--- src/rtl/i2c_eeprom_target.sv ---
// rtl/i2c_eeprom_target.sv - I2C target emulating a small byte-addressed serial EEPROM
module i2c_eeprom_target #(
   parameter logic [6:0] DEV_ADDR = 7'h50,
   parameter int         DEPTH    = 16
) (
   input  logic                     clk,
   input  logic                     rst,
   input  logic                     scl_i,
   input  logic                     sda_i,
   output logic                     sda_o,
   output logic                     sda_oe,
   input  logic                     cfg_we,
   input  logic [$clog2(DEPTH)-1:0] cfg_addr,
   input  logic [7:0]               cfg_data,
   output logic                     busy,
   output logic [7:0]               ptr
);
   localparam int AW = $clog2(DEPTH);

   typedef enum logic [2:0] {
      S_IDLE, S_ADDR, S_WPTR, S_WDATA, S_RDATA, S_RACK
   } state_t;

   state_t          state_q, state_d;
   logic            scl_s1_q, scl_s2_q, scl_h_q, scl_s1_d, scl_s2_d, scl_h_d;
   logic            sda_s1_q, sda_s2_q, sda_h_q, sda_s1_d, sda_s2_d, sda_h_d;
   logic [3:0]      bit_cnt_q, bit_cnt_d;
   logic [7:0]      sh_q, sh_d;
   logic [AW-1:0]   ptr_q, ptr_d;
   logic            sda_oe_q, sda_oe_d;
   logic            busy_q, busy_d;
   logic            ack_pend_q, ack_pend_d;   // ACK owed: drive low at next SCL fall
   logic            ack_q, ack_d;             // inside 9th clock: next SCL fall starts a byte
   logic [7:0]      mem_q [DEPTH];
   logic [7:0]      mem_d [DEPTH];

   logic            scl_rise, scl_fall, start_c, stop_c;
   logic            rx_state, rx_bit, rx_done, addr_hit, rd_bit_phase;
   logic [7:0]      rx_byte;
   logic [AW-1:0]   ptr_inc;

   assign sda_o  = 1'b0;
   assign sda_oe = sda_oe_q;
   assign busy   = busy_q;
   assign ptr    = 8'(ptr_q);

   // Bus events are decoded from the synchronized samples against their history flops
   assign scl_rise     = scl_s2_q & ~scl_h_q;
   assign scl_fall     = ~scl_s2_q & scl_h_q;
   assign start_c      = scl_s2_q & scl_h_q & sda_h_q & ~sda_s2_q;
   assign stop_c       = scl_s2_q & scl_h_q & ~sda_h_q & sda_s2_q;
   assign rx_state     = (state_q == S_ADDR) || (state_q == S_WPTR) || (state_q == S_WDATA);
   assign rx_bit       = scl_rise & rx_state & ~ack_pend_q & ~ack_q;
   assign rx_done      = rx_bit & (bit_cnt_q == 4'd7);
   assign rx_byte      = {sh_q[6:0], sda_s2_q};
   assign addr_hit     = (rx_byte[7:1] == DEV_ADDR);
   assign rd_bit_phase = (state_q == S_RDATA) & ~ack_pend_q & ~ack_q;
   assign ptr_inc      = ptr_q + AW'(1);

   // Synchronizer and history stages for both bus lines
   always_comb begin
      scl_s1_d = scl_i;
      scl_s2_d = scl_s1_q;
      scl_h_d  = scl_s2_q;
      sda_s1_d = sda_i;
      sda_s2_d = sda_s1_q;
      sda_h_d  = sda_s2_q;
   end

   // State register and all datapath flops
   always_ff @(posedge clk) begin
      if (rst) begin
         state_q    <= S_IDLE;
         scl_s1_q   <= 1'b1;
         scl_s2_q   <= 1'b1;
         scl_h_q    <= 1'b1;
         sda_s1_q   <= 1'b1;
         sda_s2_q   <= 1'b1;
         sda_h_q    <= 1'b1;
         bit_cnt_q  <= '0;
         sh_q       <= '0;
         ptr_q      <= '0;
         sda_oe_q   <= 1'b0;
         busy_q     <= 1'b0;
         ack_pend_q <= 1'b0;
         ack_q      <= 1'b0;
         for (int i = 0; i < DEPTH; i++) mem_q[i] <= '0;
      end else begin
         state_q    <= state_d;
         scl_s1_q   <= scl_s1_d;
         scl_s2_q   <= scl_s2_d;
         scl_h_q    <= scl_h_d;
         sda_s1_q   <= sda_s1_d;
         sda_s2_q   <= sda_s2_d;
         sda_h_q    <= sda_h_d;
         bit_cnt_q  <= bit_cnt_d;
         sh_q       <= sh_d;
         ptr_q      <= ptr_d;
         sda_oe_q   <= sda_oe_d;
         busy_q     <= busy_d;
         ack_pend_q <= ack_pend_d;
         ack_q      <= ack_d;
         mem_q      <= mem_d;
      end
   end

   // Next-state logic: START/STOP override everything, then per-byte progress
   always_comb begin
      state_d = state_q;
      if (start_c) begin
         state_d = S_ADDR;
      end else if (stop_c) begin
         state_d = S_IDLE;
      end else begin
         case (state_q)
            S_ADDR:  if (rx_done) state_d = !addr_hit ? S_IDLE : (rx_byte[0] ? S_RDATA : S_WPTR);
            S_WPTR:  if (rx_done) state_d = S_WDATA;
            S_RDATA: if (scl_fall && rd_bit_phase && bit_cnt_q == 4'd8) state_d = S_RACK;
            S_RACK:  if (scl_rise) state_d = sda_s2_q ? S_IDLE : S_RDATA;
            default: state_d = state_q;
         endcase
      end
   end

   // Outputs and datapath: shifting, ACK slot timing, pointer and memory updates
   always_comb begin
      bit_cnt_d  = bit_cnt_q;
      sh_d       = sh_q;
      ptr_d      = ptr_q;
      sda_oe_d   = sda_oe_q;
      busy_d     = busy_q;
      ack_pend_d = ack_pend_q;
      ack_d      = ack_q;
      mem_d      = mem_q;
      if (start_c || stop_c) begin
         bit_cnt_d  = '0;
         sda_oe_d   = 1'b0;
         busy_d     = 1'b0;
         ack_pend_d = 1'b0;
         ack_d      = 1'b0;
      end else begin
         if (rx_bit) begin
            sh_d      = rx_byte;
            bit_cnt_d = bit_cnt_q + 4'd1;
         end
         if (rx_done) begin
            bit_cnt_d = '0;
            case (state_q)
               S_ADDR: if (addr_hit) begin
                  busy_d     = 1'b1;
                  ack_pend_d = 1'b1;
                  if (rx_byte[0]) sh_d = mem_q[ptr_q];
               end
               S_WPTR: begin
                  ptr_d      = rx_byte[AW-1:0];
                  ack_pend_d = 1'b1;
               end
               S_WDATA: begin
                  mem_d[ptr_q] = rx_byte;
                  ptr_d        = ptr_inc;
                  ack_pend_d   = 1'b1;
               end
               default: ;
            endcase
         end
         // SDA only ever moves on an SCL fall so the master never sees it change while SCL is high
         if (scl_fall && ack_pend_q) begin
            sda_oe_d   = 1'b1;
            ack_pend_d = 1'b0;
            ack_d      = 1'b1;
         end else if (scl_fall && ack_q) begin
            ack_d     = 1'b0;
            bit_cnt_d = '0;
            sda_oe_d  = (state_q == S_RDATA) ? ~sh_q[7] : 1'b0;
         end else if (scl_fall && rd_bit_phase) begin
            if (bit_cnt_q == 4'd8) begin
               sda_oe_d  = 1'b0;
               bit_cnt_d = '0;
            end else begin
               sh_d     = {sh_q[6:0], 1'b0};
               sda_oe_d = ~sh_q[6];
            end
         end
         if (scl_rise && rd_bit_phase) bit_cnt_d = bit_cnt_q + 4'd1;
         if (scl_rise && state_q == S_RACK) begin
            ptr_d = ptr_inc;
            if (sda_s2_q) begin
               busy_d = 1'b0;
            end else begin
               sh_d  = mem_q[ptr_inc];
               ack_d = 1'b1;
            end
         end
      end
      // Preload is applied last so it overrides a same-cycle bus write
      if (cfg_we) mem_d[cfg_addr] = cfg_data;
   end
endmodule

--- config.mk ---
export PLATFORM = sky130hd
export DESIGN_NAME = i2c_eeprom_target
export DESIGN_NICKNAME = d
export VERILOG_FILES = /design/src/rtl/i2c_eeprom_target.sv
export SDC_FILE = /design/constraint.sdc
export NUM_CORES = 1
export LEC_CHECK = 0
export ABC_AREA = 1
export CAP_MARGIN = 20
export CORE_MARGIN = 1.5
export CORE_UTILIZATION = 45
export DETAILED_ROUTE_END_ITERATION = 8
export MAX_ROUTING_LAYER = met4
export PLACE_DENSITY = 0.68
export SYNTH_ARGS = -nofsm -noshare
export SYNTH_HDL_FRONTEND = slang
export SYNTH_SLANG_ARGS = --single-unit
--- constraint.sdc ---
create_clock -name clk -period 2.3 [get_ports clk]
set_input_delay 0.46 -clock clk [delete_from_list [all_inputs] [get_ports clk]]
set_output_delay 0.46 -clock clk [all_outputs]
set_load 0.01 [all_outputs]
; ---- Word-level counts from Yosys, hierarchy flattened
; Cells that the tools add are included.
[op_classes]
n_bitwise = 25
add_sub_neg = 2
n_eq_ne = 17
n_mux = 63
magnitude_cmp = 5
n_reduce_logical = 25
[op_table]
columns = cell, count
row1 = 128-bit 2-to-1 mux, 4
row2 = 128-bit bitwise mux, 2
row3 = 8-bit 2-to-1 mux, 17
row4 = 8-bit binary-select mux with 4-bit select, 2
row5 = 8-bit demux with 4-bit select, 2
row6 = 4-bit 2-to-1 mux, 9
row7 = 3-bit 2-to-1 mux, 7
row8 = 1-bit 2-to-1 mux, 17
row9 = 5-bit >= comparator (second input constant), 3
row10 = 4-bit inverter with 5-bit output, 3
row11 = 1-bit AND, 13
row12 = 4-bit != test (second input constant), 3
row13 = 3-bit case mux with 4 select lines, 1
row14 = 5-bit by 1-bit < comparator with 1-bit output (second input constant), 2
row15 = 5-bit AND reduction, 2
row16 = 1-bit inverter, 9
row17 = 4-bit by 1-bit adder with 4-bit output (second input constant), 2
row18 = 1-bit logical AND, 8
row19 = 2-bit != test (second input constant), 4
row20 = 4-bit case mux with 2 select lines, 1
row21 = 7-bit equality test (second input constant), 1
row22 = 3-bit by 2-bit equality test with 1-bit output (second input constant), 2
row23 = 3-bit equality test (second input constant), 2
row24 = 3-bit AND reduction, 2
row25 = 13 further kinds, 19
[totals]
word_cells = 168
input_bits = 17
out_inout_bits = 11
register_bits = 157

; ---- Logic depth before layout (Yosys ltp)
; Gate-level depths: netlist of the first run.
[logic_depth]
ltp_word = 17
ltp_mapped = 14
depth_no_buf = 12

; ---- Worst setup path after synthesis of the first run
; No wires, ideal clock.
[synth_timing]
path_kind = register -> register
start = reg ptr_q[1]
end = reg sh_q[6]
path_buffers = 4
setup_slack_ns = -0.203
stages_incl_launch_ff = 15
setup_ns = 0.070
t_required_ns = 2.230
t_arrival_ns = 2.432
synth_period_minus_slack_ns = 2.503
cell_sequence = dfxtp_1 -> clkbuf_1 -> inv_1 -> buf_1 -> ha_1 -> clkbuf_1 -> clkbuf_1 -> o211ai_1 -> nand3_1 -> nand3_1 -> nand3_1 -> nand2_1 -> inv_1 -> nand2_1 -> a21oi_1
[synth_via]
elab_chain_cells = 14
word_cells_on_any_way = 19
cone_classes = add/sub (1) / mux (16) / bitwise (2)
[synth_rtl]
columns = item, line
row1 = "start, declared", 29  ; logic [AW-1:0] ptr_q, ptr_d;
row2 = "start signal, assigned", 98  ; ptr_q <= ptr_d;
row3 = 4-bit inverter with 5-bit output (not written as such), 152  ; if (rx_byte[0]) sh_d = mem_q[ptr_q];
row4 = 8-bit binary-select mux with 4-bit select, 152
row5 = 8-bit 2-to-1 mux (not written as such) (2 in series), 152
row6 = 8-bit 2-to-1 mux, 152
row7 = 8-bit 2-to-1 mux, 149  ; S_ADDR: if (addr_hit) begin
row8 = 8-bit 2-to-1 mux, 148  ; case (state_q)
row9 = 8-bit 2-to-1 mux, 146  ; if (rx_done) begin
row10 = 8-bit 2-to-1 mux, 176  ; if (bit_cnt_q == 4'd8) begin
row11 = 8-bit 2-to-1 mux, 175  ; end else if (scl_fall && rd_bit_phase) begin
row12 = 8-bit 2-to-1 mux, 171  ; end else if (scl_fall && ack_q) begin
row13 = 8-bit 2-to-1 mux, 167  ; if (scl_fall && ack_pend_q) begin
row14 = 8-bit 2-to-1 mux, 187  ; if (sda_s2_q) begin
row15 = 8-bit 2-to-1 mux (*), 185  ; if (scl_rise && state_q == S_RACK) begin
row16 = "end signal, assigned", 81  ; sh_q <= '0;
row17 = "end signal, assigned", 97  ; sh_q <= sh_d;
row18 = "end, declared", 28  ; logic [7:0] sh_q, sh_d;
; Mark *: on every way between the ends. The rest lies on a longest branch, timed or not. The select of a mux whose other input is x is not followed.
; A chain may end at the register's enable or synchronous reset.

; ---- Final worst setup path of the first run
[layout_timing]
start = reg ptr_q[0]
end = out ptr[0]
[layout_rtl]
columns = item, line
row1 = "end, declared", 16  ; output logic [7:0] ptr
; No word-level cell between the ends.

==> impl_metrics.yaml, run 1 <==
run_status:
  status: "completed"
clocking:
  cts_sinks: 157
  clkTransAtPathRegs_ns: 0.07
  cts_tree: "done"
  cts_buffers: 17
  clockRootBuffer: "clkbuf_16"
  cts_max_path_buffers: 2
  htreeDepth: 4
  clkLatencyLatePin_ns: 0.44
layout:
  final_cell_mix: "nand2_1 (533), inv_1 (320), nand3_1 (217), a21oi_1 (165), dfxtp_1 (156)"
  antennaDiodeCount: 0
  layout_commonest_cell: "nand2_1"
  final_nets: 2011
  drive_gt1_frac: 0.0905
  area_delta_synth_final_pct: 14.5
worst_setup_path:
  end_kind: "output pin"
  worst_ep_arrival_time_ns: 1.75
  cp_max_fo: 60
  start_kind: "flop"
  crit_type: "reg -> out"
  cp.required_ns: 1.84
floorplanning:
  pin_count: 28
  floorplan.initialDensity: 0.460
  dieArea_sq_um: 26000
  die_h_microns: 161
  rows: 57
  fp.dieW_microns: 161
  coreArea_sq_um: 24500
drt:
  ant_nets: 0
  route.detailed.drc: 0
  finalWirelength_microns: 44300
  drt-vias-per-instance: 5.61
  drt_pass1_iterations: 6
  wl_per_cell_microns: 19.1
  vias: 13100
  first_iter_violations: 1696
global_routing:
  grt_max_degree: 106
  grt_pass1_vias: 11600
  grt_pass1_wl_microns: 67200
  grt-ovfl-total: 0
  track_usage: 0.351
  antenna_found_initial: 0
sta:
  skew_ns: 0.0112
  relSlewSlack: 0.540
  fin_crit_sh: 0.963
  setup_ws_ns: 0.0862
  worst_pin_slew_ns: 0.689
  finalHoldViolCount: 0
  setup_violations: 0
  min_period_ns: 2.21
  finalMaxSlewViolations: 0
  fmax_mhz: 452
  setup_tns_ns: 0
yosys:
  synth_cells: 1965
  syn_area_sq_um: 11300
  synth_top_flop_cell: "dfxtp_1"
  ys_seq_area_frac: 0.279
  async_flop_share: 0
  syn_avg_cell_area_sq_um: 5.73
  yosysWarnings: 0
  netlist-cell-type-count: 33
  synth-seq-cells: 157
  synth_edf_count: 0
power:
  p_seq_frac: 0.422
  p_clk_frac: 0.428
  leakagePower_nw: 6.50
  peakVddDrop_v: 0.000428
  powerDensity_nw_per_um2: 525
  power_switching_mw: 2.12
  p_int_mw: 4.64
  swShare: 0.314
  p_comb_frac: 0.150
placed_design:
  place.gp.congestion: 1.03
  hpwl_microns: 30600
  port_buffers: 22
  dp_worst_setup_slack_ns: 0.0718
flow_run:
  max_cap_violations: 0
hold_path:
  worst_hold_path_type: "reg -> reg"
## cell type report
cell class              count  area [sq um]
multi-input cells        1353          6390
clock buffers              19           464
clock inverters            13           119
repair buffers            123          1110
inverters                 336          1260
fillers                  2552         11600
flip-flops and latches    157          3150
well taps                 324           405
## per-stage QoR
| stage | std cells | power [mW] | util | cell area [sq um] | hold WS, ns |
|---|---|---|---|---|---|
| 2_1_floorplan | 1969 | 3.55 | - | 11300 | 0.389 |
| 3_3_place_gp | 2289 | 3.88 | 0.500 | 12200 | 0.394 |
| 3_5_place_dp | 2289 | 3.89 | 0.500 | 12200 | 0.398 |
| 4_1_cts | 2321 | 6.77 | 0.524 | 12800 | 0.415 |
| 5_1_grt | 2325 | 7.01 | 0.527 | 12900 | 0.428 |
| 6_report | 2325 | 6.77 | 0.527 | 12900 | 0.413 |
## worst paths after layout
check	cells after the start	startpoint	endpoint	slack, ns
hold reg to reg	1	scl_s1_q$_SDFF_PP1_	scl_h_d$_SDFF_PP1_	0.41
setup reg to reg	11	bit_cnt_q[0]$_SDFF_PP0_	mem_q[50]$_SDFF_PP0_	0.11
hold / removal	1	scl_s1_q$_SDFF_PP1_	scl_h_d$_SDFF_PP1_	0.41
setup / recovery	2	ptr_q[0]$_SDFFE_PP0P_	ptr[0]	0.09
## critical path: stages (launching register included)
cell and delay [ns]:
dfxtp_4 0.40, buf_8 0.31, clkdlybuf4s50_1 0.60
## sequential cells by signal, summed over array words and instances, names as in the netlist
name and count:
ack_pend_q 1, ack_q 1, bit_cnt_q 4, busy 1
mem_q 128, ptr_q 4, scl_h_d 1, scl_h_q 1
scl_s1_q 1, sda_h_d 1, sda_h_q 1, sda_oe 1
sda_s1_q 1, sh_q 8, state_q 3
## logic make-up after synthesis
group                      after synthesis  share of synthesized area
and+or+nand+nor                        921                      0.349
buffers and inverters                  459                      0.159
AOI/OAI and AO/OA                      418                      0.204
DFF                                    157                      0.279
adders and majority gates                6                    0.00667
xor gates and xnor gates                 3                    0.00233
other                                    1                   0.000333
## repair_timing
action,in CTS,in global routing
setup endpoints to repair,1,76
pin swaps,0,2
hold buffers,0,0
resized for setup,1,14
buffers inserted,0,4
## routing by layer
layer,share of wire,up-vias,track usage
met2,0.44,673,0.532
met5,0,-,-
met3,0.10,131,0.0727
li1,-,6305,-
met4,0.048,0,0.163
met1,0.41,5945,0.448
## power groups by stage
stage	Sequential (mW)	Combinational, mW	Clock (mW)
CTS	2.85	0.981	2.93
floorplan	2.90	0.647	0
detailed placement	2.92	0.977	0
finish	2.86	1.01	2.90
global route	2.87	1.11	3.03
global placement	2.91	0.965	0
## Yosys cell counts (11+ instances only)
cell type / instances / share of area
nand2_1: 536 / 0.18
inv_1: 320 / 0.11
nand3_1: 219 / 0.097
a21oi_1: 165 / 0.073
dfxtp_1: 157 / 0.28
o21ai_0: 121 / 0.054
nor2_1: 102 / 0.034
clkbuf_1: 84 / 0.028
o211ai_1: 64 / 0.043
o21ai_1: 53 / 0.024
buf_2: 27 / 0.012
nor3_1: 17 / 0.0076
nor4_1: 14 / 0.0078
inv_2: 11 / 0.0037
No activity file was read; power rests on OpenSTA's default activity.
==> inputs of run 2 (changes only) <==
--- a/config.mk
+++ b/config.mk
@@ -7,7 +7,6 @@
 export LEC_CHECK = 0
 export ABC_AREA = 1
 export CAP_MARGIN = 20
-export CORE_MARGIN = 1.5
 export CORE_UTILIZATION = 45
 export DETAILED_ROUTE_END_ITERATION = 8
 export MAX_ROUTING_LAYER = met4
==> run 2 against run 1 <==
  * Clock power about the same
  * Global-route usage increased by 1.7 points
  * Critical endpoint is now ptr[1]
  * Largest power group unchanged
  * First-iteration DRC count decreased by 5.0%
  * Register-to-register slack got worse by 0.05 ns
  * Critical path type unchanged
  * Total power increased by 0.83%
==> impl_metrics.yaml, run 2 (synthesis gave the netlist of run 1 again) <==
run_status:
  status: "completed"
sta:
  fmax_mhz: 445
  min_period_ns: 2.25
  setup_ws_ns: 0.0503
  skew_ns: 0.0111
  finalHoldViolCount: 0
  grt_setup_unrepaired: "true"
  setup_violations: 0
  worst_pin_slew_ns: 0.727
  fin_crit_sh: 0.978
  relSlewSlack: 0.515
  finalMaxSlewViolations: 0
  setup_tns_ns: 0
floorplanning:
  die_h_microns: 160
  floorplan.initialDensity: 0.460
  coreArea_sq_um: 24500
  dieArea_sq_um: 25700
  pin_count: 28
  fp.dieW_microns: 160
  rows: 57
clocking:
  cts_sinks: 157
  clkTransAtPathRegs_ns: 0.07
  cts_hold_buf: 0
  htreeDepth: 4
  cts_buffers: 17
  cts_max_path_buffers: 2
  clkLatencyLatePin_ns: 0.44
  clockRootBuffer: "clkbuf_16"
  cts_tree: "done"
worst_setup_path:
  cp_max_fo: 36
  reg2regPathDepth: 11
  start_kind: "flop"
  cp.required_ns: 1.84
  worst_ep_arrival_time_ns: 1.79
  crit_type: "reg -> out"
  end_kind: "output pin"
drt:
  vias: 13200
  route.detailed.drc: 0
  drt_pass1_iterations: 6
  drt-vias-per-instance: 5.66
  wl_per_cell_microns: 19.8
  first_iter_violations: 1612
  ant_nets: 0
  finalWirelength_microns: 46100
layout:
  drive_gt1_frac: 0.0921
  antennaDiodeCount: 0
  regMostFlops: "mem_q"
  fin_cells: 2332
  final_nets: 2018
  largest_reg_flops: 128
  area_delta_synth_final_pct: 15.4
  final.fill_count: 2604
  final_cell_mix: "nand2_1 (533), inv_1 (320), nand3_1 (217), a21oi_1 (165), dfxtp_1 (156)"
  utilization: 0.531
  top_regs: "mem_q: 128 flops, sh_q: 8 flops"
  layout_commonest_cell: "nand2_1"
global_routing:
  grt_max_degree: 107
  antenna_found_initial: 0
  grt_pass1_vias: 11800
  grt-ovfl-total: 0
  grt_pass1_wl_microns: 69400
  track_usage: 0.368
power:
  power_mw: 6.82
  powerDensity_nw_per_um2: 525
  peakVddDrop_v: 0.000326
  leakagePower_nw: 6.57
placed_design:
  place.gp.congestion: 1.01
  dp_worst_setup_slack_ns: -0.0157
  hpwl_microns: 31500
  port_buffers: 22
  dp.cells: 2290
hold_path:
  min_path_cells: 1
  worst_hold_path_type: "reg -> reg"
flow_run:
  max_cap_violations: 0
-- run 2: changes by cell type in the layout (fill, tap and decap cells not counted), moves of 2 or more --
cell      previous run  this run
buf_16               0         2
inv_2               13        10
nor3_2               5         3
nor3_1              15        17
clkinv_1             2         4
buf_4               90        94
inv_4                0         3
inv_8                4         1
-- run 2: where the power goes --
part	leakage (nW)	internal, mW	switching, mW	total [mW]
logic	5.02	0.332	0.722	1.05
clock network	0.278	1.55	1.36	2.91
registers	1.27	2.80	0.0595	2.86
-- run 2: final timing paths --
path	start	to	slack, ns
worst min register to register	sda_s1_q$_SDFF_PP1_	sda_h_d$_SDFF_PP1_	0.41
worst max-delay path	ptr_q[1]$_SDFFE_PP0P_	ptr[1]	0.05
worst min-delay path	sda_s1_q$_SDFF_PP1_	sda_h_d$_SDFF_PP1_	0.41
worst max register to register	ptr_q[0]$_SDFFE_PP0P_	sh_q[6]$_SDFFE_PP0P_	0.06
-- run 2: critical path, stage by stage (launching register included) --
cell	delay, ns
dfxtp_1	0.39
buf_6	0.35
clkdlybuf4s50_1	0.61
-- run 2: layer usage --
| layer | vias up | global-route usage | share of wire |
|---|---|---|---|
| met5 | - | - | 0 |
| met4 | 0 | 0.183 | 0.052 |
| met3 | 154 | 0.0636 | 0.095 |
| met2 | 685 | 0.557 | 0.44 |
| met1 | 6037 | 0.472 | 0.41 |
| li1 | 6320 | - | - |
-- run 2: repair_timing --
item,4_1_cts,5_1_grt
buffers inserted,0,9
endpoints found under the hold margin,0,0
setup endpoints to repair,6,77
resized for setup,3,14
pin swaps,0,3
gates cloned,0,1
-- run 2: final cells by class --
class | instances | area, sq um | share of cell area
Tap cell | 324 | 405 | 0.0312
Timing Repair Buffer | 130 | 1210 | 0.0930
Sequential cell | 157 | 3150 | 0.242
Clock buffer | 19 | 443 | 0.0341
Inverter | 336 | 1270 | 0.0974
Clock inverter | 13 | 129 | 0.00991
Multi-Input combinational cell | 1353 | 6400 | 0.492
-- run 2: stage by stage --
stage | area [sq um] | hold WS, ns
after floorplan | 11300 | 0.389
after global placement | 12200 | 0.397
after detailed placement | 12200 | 0.403
after CTS | 12800 | 0.419
after global routing | 13000 | 0.428
final | 13000 | 0.415
==> inputs of run 3 (changes only) <==
--- a/config.mk
+++ b/config.mk
@@ -9,6 +9,7 @@
 export CAP_MARGIN = 20
 export CORE_UTILIZATION = 45
 export DETAILED_ROUTE_END_ITERATION = 8
+export HOLD_SLACK_MARGIN = 0.02
 export MAX_ROUTING_LAYER = met4
 export PLACE_DENSITY = 0.68
 export SYNTH_ARGS = -nofsm -noshare
==> results of run 3 <==
No change in the layout: final DEF, timing and power equal those of run 2.
